==> src/rtl/multicycle_pkg.sv <==
// Shared types and encodings for the multicycle control unit.
// JUMP_EN adds the JEX state for the j opcode.
package multicycle_pkg;

  typedef enum logic [3:0] {
    StFetch   = 4'd0,
    StDecode  = 4'd1,
    StMemAdr  = 4'd2,
    StMemRd   = 4'd3,
    StMemWb   = 4'd4,
    StMemWr   = 4'd5,
    StRtypeEx = 4'd6,
    StRtypeWb = 4'd7,
    StBeqEx   = 4'd8,
    StAddiEx  = 4'd9,
    StAddiWb  = 4'd10
`ifdef JUMP_EN
    , StJex   = 4'd11
`endif
  } state_e;

  localparam logic [5:0] OpRtype = 6'b000000;
  localparam logic [5:0] OpLw    = 6'b100011;
  localparam logic [5:0] OpSw    = 6'b101011;
  localparam logic [5:0] OpBeq   = 6'b000100;
  localparam logic [5:0] OpAddi  = 6'b001000;
  localparam logic [5:0] OpJ     = 6'b000010;

  localparam logic [5:0] FunctAdd = 6'b100000;
  localparam logic [5:0] FunctSub = 6'b100010;
  localparam logic [5:0] FunctAnd = 6'b100100;
  localparam logic [5:0] FunctOr  = 6'b100101;
  localparam logic [5:0] FunctSlt = 6'b101010;

  localparam logic [2:0] AluAnd = 3'b000;
  localparam logic [2:0] AluOr  = 3'b001;
  localparam logic [2:0] AluAdd = 3'b010;
  localparam logic [2:0] AluSub = 3'b110;
  localparam logic [2:0] AluSlt = 3'b111;

endpackage

==> src/rtl/alu_decoder.sv <==
// R-type funct field to ALU operation decode; flags funct values with no mapping.
module alu_decoder
  import multicycle_pkg::*;
(
  input  logic [5:0] i_funct,
  output logic [2:0] o_alu_control,
  output logic       o_illegal
);

  always_comb begin
    o_alu_control = AluAdd;
    o_illegal     = 1'b0;
    case (i_funct)
      FunctAdd: o_alu_control = AluAdd;
      FunctSub: o_alu_control = AluSub;
      FunctAnd: o_alu_control = AluAnd;
      FunctOr:  o_alu_control = AluOr;
      FunctSlt: o_alu_control = AluSlt;
      default:  o_illegal     = 1'b1;
    endcase
  end

endmodule

==> src/rtl/multicycle_control.sv <==
// Moore control FSM for a multicycle MIPS-style datapath with a retired-instruction counter.
// Define JUMP_EN to support the j opcode; otherwise it decodes as illegal.
module multicycle_control
  import multicycle_pkg::*;
#(
  parameter int unsigned CNT_WIDTH = 32
) (
  input  logic                 clk,
  input  logic                 reset_n,
  input  logic [5:0]           opcode,
  input  logic [5:0]           funct,
  input  logic                 zero,
  output logic                 iord,
  output logic                 mem_write,
  output logic                 ir_write,
  output logic                 reg_dst,
  output logic                 mem_to_reg,
  output logic                 reg_write,
  output logic                 alu_src_a,
  output logic                 pc_en,
  output logic [1:0]           alu_src_b,
  output logic [1:0]           pc_src,
  output logic [2:0]           alu_control,
  output logic                 illegal_op,
  output logic [CNT_WIDTH-1:0] instr_count,
  output logic [3:0]           state
);

  state_e               r_state, w_state_next;
  logic [CNT_WIDTH-1:0] r_instr_count;
  logic                 w_retire;
  logic                 w_mem_write, w_ir_write, w_reg_write, w_pc_en, w_illegal;
  logic [2:0]           w_dec_alu_control;
  logic                 w_dec_illegal;

  alu_decoder u_alu_decoder (
    .i_funct       (funct),
    .o_alu_control (w_dec_alu_control),
    .o_illegal     (w_dec_illegal)
  );

  always_ff @(posedge clk) begin
    if (!reset_n) begin
      r_state       <= StFetch;
      r_instr_count <= '0;
    end else begin
      r_state <= w_state_next;
      if (w_retire) r_instr_count <= r_instr_count + CNT_WIDTH'(1);
    end
  end

  always_comb begin
    w_state_next = r_state;
    w_retire     = 1'b0;
    iord         = 1'b0;
    w_mem_write  = 1'b0;
    w_ir_write   = 1'b0;
    reg_dst      = 1'b0;
    mem_to_reg   = 1'b0;
    w_reg_write  = 1'b0;
    alu_src_a    = 1'b0;
    w_pc_en      = 1'b0;
    alu_src_b    = 2'b00;
    pc_src       = 2'b00;
    alu_control  = AluAdd;
    w_illegal    = 1'b0;
    unique case (r_state)
      StFetch: begin
        w_ir_write   = 1'b1;
        w_pc_en      = 1'b1;
        alu_src_b    = 2'b01;
        w_state_next = StDecode;
      end
      StDecode: begin
        alu_src_b = 2'b11;
        case (opcode)
          OpLw, OpSw: w_state_next = StMemAdr;
          OpRtype:    w_state_next = StRtypeEx;
          OpBeq:      w_state_next = StBeqEx;
          OpAddi:     w_state_next = StAddiEx;
`ifdef JUMP_EN
          OpJ:        w_state_next = StJex;
`endif
          default: begin
            w_illegal    = 1'b1;
            w_state_next = StFetch;
          end
        endcase
      end
      StMemAdr: begin
        alu_src_a    = 1'b1;
        alu_src_b    = 2'b10;
        w_state_next = (opcode == OpLw) ? StMemRd : StMemWr;
      end
      StMemRd: begin
        iord         = 1'b1;
        w_state_next = StMemWb;
      end
      StMemWb: begin
        mem_to_reg   = 1'b1;
        w_reg_write  = 1'b1;
        w_retire     = 1'b1;
        w_state_next = StFetch;
      end
      StMemWr: begin
        iord         = 1'b1;
        w_mem_write  = 1'b1;
        w_retire     = 1'b1;
        w_state_next = StFetch;
      end
      StRtypeEx: begin
        alu_src_a   = 1'b1;
        alu_control = w_dec_alu_control;
        // A bad funct abandons the instruction: no writeback, not counted.
        if (w_dec_illegal) begin
          w_illegal    = 1'b1;
          w_state_next = StFetch;
        end else begin
          w_state_next = StRtypeWb;
        end
      end
      StRtypeWb: begin
        reg_dst      = 1'b1;
        w_reg_write  = 1'b1;
        w_retire     = 1'b1;
        w_state_next = StFetch;
      end
      StBeqEx: begin
        alu_src_a    = 1'b1;
        alu_control  = AluSub;
        pc_src       = 2'b01;
        w_pc_en      = zero;
        w_retire     = 1'b1;
        w_state_next = StFetch;
      end
      StAddiEx: begin
        alu_src_a    = 1'b1;
        alu_src_b    = 2'b10;
        w_state_next = StAddiWb;
      end
      StAddiWb: begin
        w_reg_write  = 1'b1;
        w_retire     = 1'b1;
        w_state_next = StFetch;
      end
`ifdef JUMP_EN
      StJex: begin
        pc_src       = 2'b10;
        w_pc_en      = 1'b1;
        w_retire     = 1'b1;
        w_state_next = StFetch;
      end
`endif
      default: w_state_next = StFetch;
    endcase
  end

  // Write strobes are held off for the whole time reset is low, not just after the edge.
  assign mem_write   = w_mem_write & reset_n;
  assign ir_write    = w_ir_write & reset_n;
  assign reg_write   = w_reg_write & reset_n;
  assign pc_en       = w_pc_en & reset_n;
  assign illegal_op  = w_illegal & reset_n;
  assign instr_count = r_instr_count;
  assign state       = r_state;

endmodule

==> config.mk <==
export PLATFORM = sky130hd
export DESIGN_NAME = multicycle_control
export DESIGN_NICKNAME = d
export VERILOG_FILES = /design/src/rtl/multicycle_pkg.sv /design/src/rtl/alu_decoder.sv /design/src/rtl/multicycle_control.sv
export SDC_FILE = /design/constraint.sdc
export NUM_CORES = 1
export LEC_CHECK = 0
export CAP_MARGIN = 40
export CORE_MARGIN = 2
export CORE_UTILIZATION = 40
export DETAILED_ROUTE_END_ITERATION = 16
export PLACE_DENSITY = 0.78
export SKIP_CTS_REPAIR_TIMING = 1
export SYNTH_ARGS = -nofsm -noshare
export SYNTH_HDL_FRONTEND = slang
export SYNTH_SLANG_ARGS = --single-unit
==> constraint.sdc <==
create_clock -name clk -period 2.5 [get_ports clk]
set_input_delay 0.375 -clock clk [delete_from_list [all_inputs] [get_ports clk]]
set_output_delay 0.375 -clock clk [all_outputs]
set_load 0.005 [all_outputs]
==> out/metrics.csv <==
metric,value,unit
worst_slack,0.107,ns
switching_share,0.229,
power_frac_comb,0.091,
final_cells,373,
async_reset_ff_frac,0,
drive_above_1_share,0.0815,
syn2layout_area_growth,43.8,%
post-dp-hpwl,3640,um
drt_first_pass_iters,4,
power_density,381,nW/um^2
clkPwrFrac,0.362,
outcome,"finished, final reports clean",
insertion_delay,0.29,ns
drv_cap,0,
placedCellCount,366,
nets,335,
fin_skew,0.00889,ns
synth_nets,262,
hp-class,reg2reg,
row_count,25,
p_switching,244,uW
fill_cells,438,
max_freq,418,MHz
synth_cell_types,41,
syn_area,1940,sq um
clock_sinks,36,
worstSetupPathType,in2out,
post-route-drc-count,0,
fin_crit,2.39,ns
drt_iter0_drc,68,
cts_tree,yes,
grt_pass1_wl,8140,um
met1_length,2260,um
cts_buffer_depth,2,
track_usage,0.193,
start_util,0.414,
clkTransAtPathRegs,0.07,ns
root_buffer,clkbuf_8,
grt_pass1_vias,1821,
cp_data_arrival_time,2.02,ns
route.met2.wl,2200,um
ys_seq_area_frac,0.371,
critPathLaunchType,input port,
overflow,0,
synth-edff-count,0,
route.vias.total,1995,
wl_met3,215,um
ios,67,
finalCritPeriodShare,0.957,
seq_area,722,sq um
yosys_warnings,0,
whs_path_depth,2,
dp_worst_setup_slack,-0.0958,ns
portBuffers,65,
wl_per_cell,12.9,um
rsz0062_at_grt,false,
h-tree-depth,2,
core,4690,sq um
avgViaCountPerCell,5.35,
fp.dieH,73.7,um
power_frac_seq,0.547,
ir_worst_vdd,0.000324,V
gp_congestion,0.849,
end_kind,output pin,
syn_area_per_cell,7.89,sq um
synth_cells,246,
hold_viol_final,0,
die_area,5420,sq um
ys_ff_latch,36,
wl,4810,um
ant_nets,0,
slew_viol_final,0,
ff2ff_path_depth,5,
top_layer_used,met4,
cp.required,2.12,ns
grt_max_degree,33,
internal_power,820,uW
multi_input_area,1150,sq um
setup_violations,0,
crit_fanout,3,
antenna_cells,0,
die_x,73.7,um
cts_buffers,5,
leakage,0.000994,uW
synth_flop_cell,dfxtp_1,
antenna_found_initial,0,
-- cell usage in the layout (no fill, tap or decap), types with 3 or more instances in the layout --
cell	count
nor3_1	8
or4_1	4
clkbuf_8	5
mux2i_1	3
nand2b_1	7
nor2_1	31
inv_1	8
nand4_1	14
and3_1	4
o21ai_0	13
or3_1	13
nor2b_1	3
xnor2_1	4
dfxtp_1	35
nand2_1	18
buf_4	12
clkdlybuf4s50_1	63
xor2_1	15
nand3_1	10
a21oi_1	16
nor4_1	4
-- logic make-up (layout without fill, tap and decap cells) --
group,after synthesis,after routing,share of synthesized area
DFF,36,36,0.371
and+or+nand+nor,126,126,0.348
other,1,1,0.00193
adders and majority gates,1,1,0.00645
buffers and inverters,19,92,0.0400
muxes,4,4,0.0213
xor gates and xnor gates,19,19,0.0858
AOI/OAI and AO/OA,40,40,0.126
-- per-stage QoR --
stage               power [uW]   util  setup TNS (ns)  hold slack [ns]  cell area (sq um)
finish                    1060  0.595               0            0.480               2790
global route              1110  0.595               0            0.494               2790
CTS                       1080  0.592         -0.0964            0.480               2780
detailed placement         692  0.576         -0.0958            0.470               2700
global placement           690  0.576         -0.0447            0.459               2700
floorplan                  634      -               0            0.459               1940
-- registers in the layout (all words and copies together), names as in the netlist --
name         cells
instr_count     32
state            4
-- power by group through the flow --
stage	Combinational (uW)	Clock, uW	Sequential [uW]
finish	96.7	385	582
global route	106	421	583
CTS	96.8	398	582
detailed placement	96.6	0	595
global placement	94.6	0	595
floorplan	42.6	0	591
-- critical path, stage by stage --
cell and delay, ns:
clkdlybuf4s50_1 0.39, nand2b_1 0.17, or3_1 0.39, o21bai_1 0.18, clkdlybuf4s50_1 0.52
-- Yosys cell counts (2+ instances only) --
library cell | count | share of area
buf_1 | 2 | 0.0039
nor2b_1 | 3 | 0.0097
a21o_1 | 2 | 0.0077
clkbuf_1 | 6 | 0.012
o21ai_0 | 14 | 0.036
nor3_1 | 9 | 0.023
or3_1 | 13 | 0.042
buf_2 | 2 | 0.0052
o32ai_1 | 2 | 0.0090
a21oi_1 | 16 | 0.041
and3_1 | 4 | 0.013
nand3_1 | 10 | 0.026
inv_1 | 8 | 0.015
or4_1 | 4 | 0.015
mux2i_1 | 3 | 0.015
nor4_1 | 4 | 0.013
xnor2_1 | 4 | 0.018
nand4bb_1 | 2 | 0.012
nor2_1 | 31 | 0.060
nand2_1 | 18 | 0.035
nand2b_1 | 7 | 0.023
nand4_1 | 14 | 0.045
xor2_1 | 15 | 0.068
dfxtp_1 | 36 | 0.37
-- cell type report --
type	instances	share of cell area
Multi-Input combinational cell	191	0.411
Timing Repair Buffer	77	0.267
Sequential cell	36	0.259
Clock buffer	6	0.0260
Tap cell	54	0.0242
Inverter	8	0.0108
Clock inverter	1	0.00179
-- worst paths after layout --
path | startpoint | to | slack, ns
max | funct[4] | alu_control[2] | 0.11
min | instr_count[31] | instr_count[31] | 0.48
min reg2reg | instr_count[31] | instr_count[31] | 0.48
max reg2reg | instr_count[8] | instr_count[30] | 0.26
-- routing by layer --
metal / vias to the layer above / GRT usage
met2: 41 / 0.309
met3: 12 / 0.0480
met5: - / 0
li1: 1022 / -
met4: 0 / 0.0929
met1: 920 / 0.243
No activity file was read; power rests on OpenSTA's default activity.
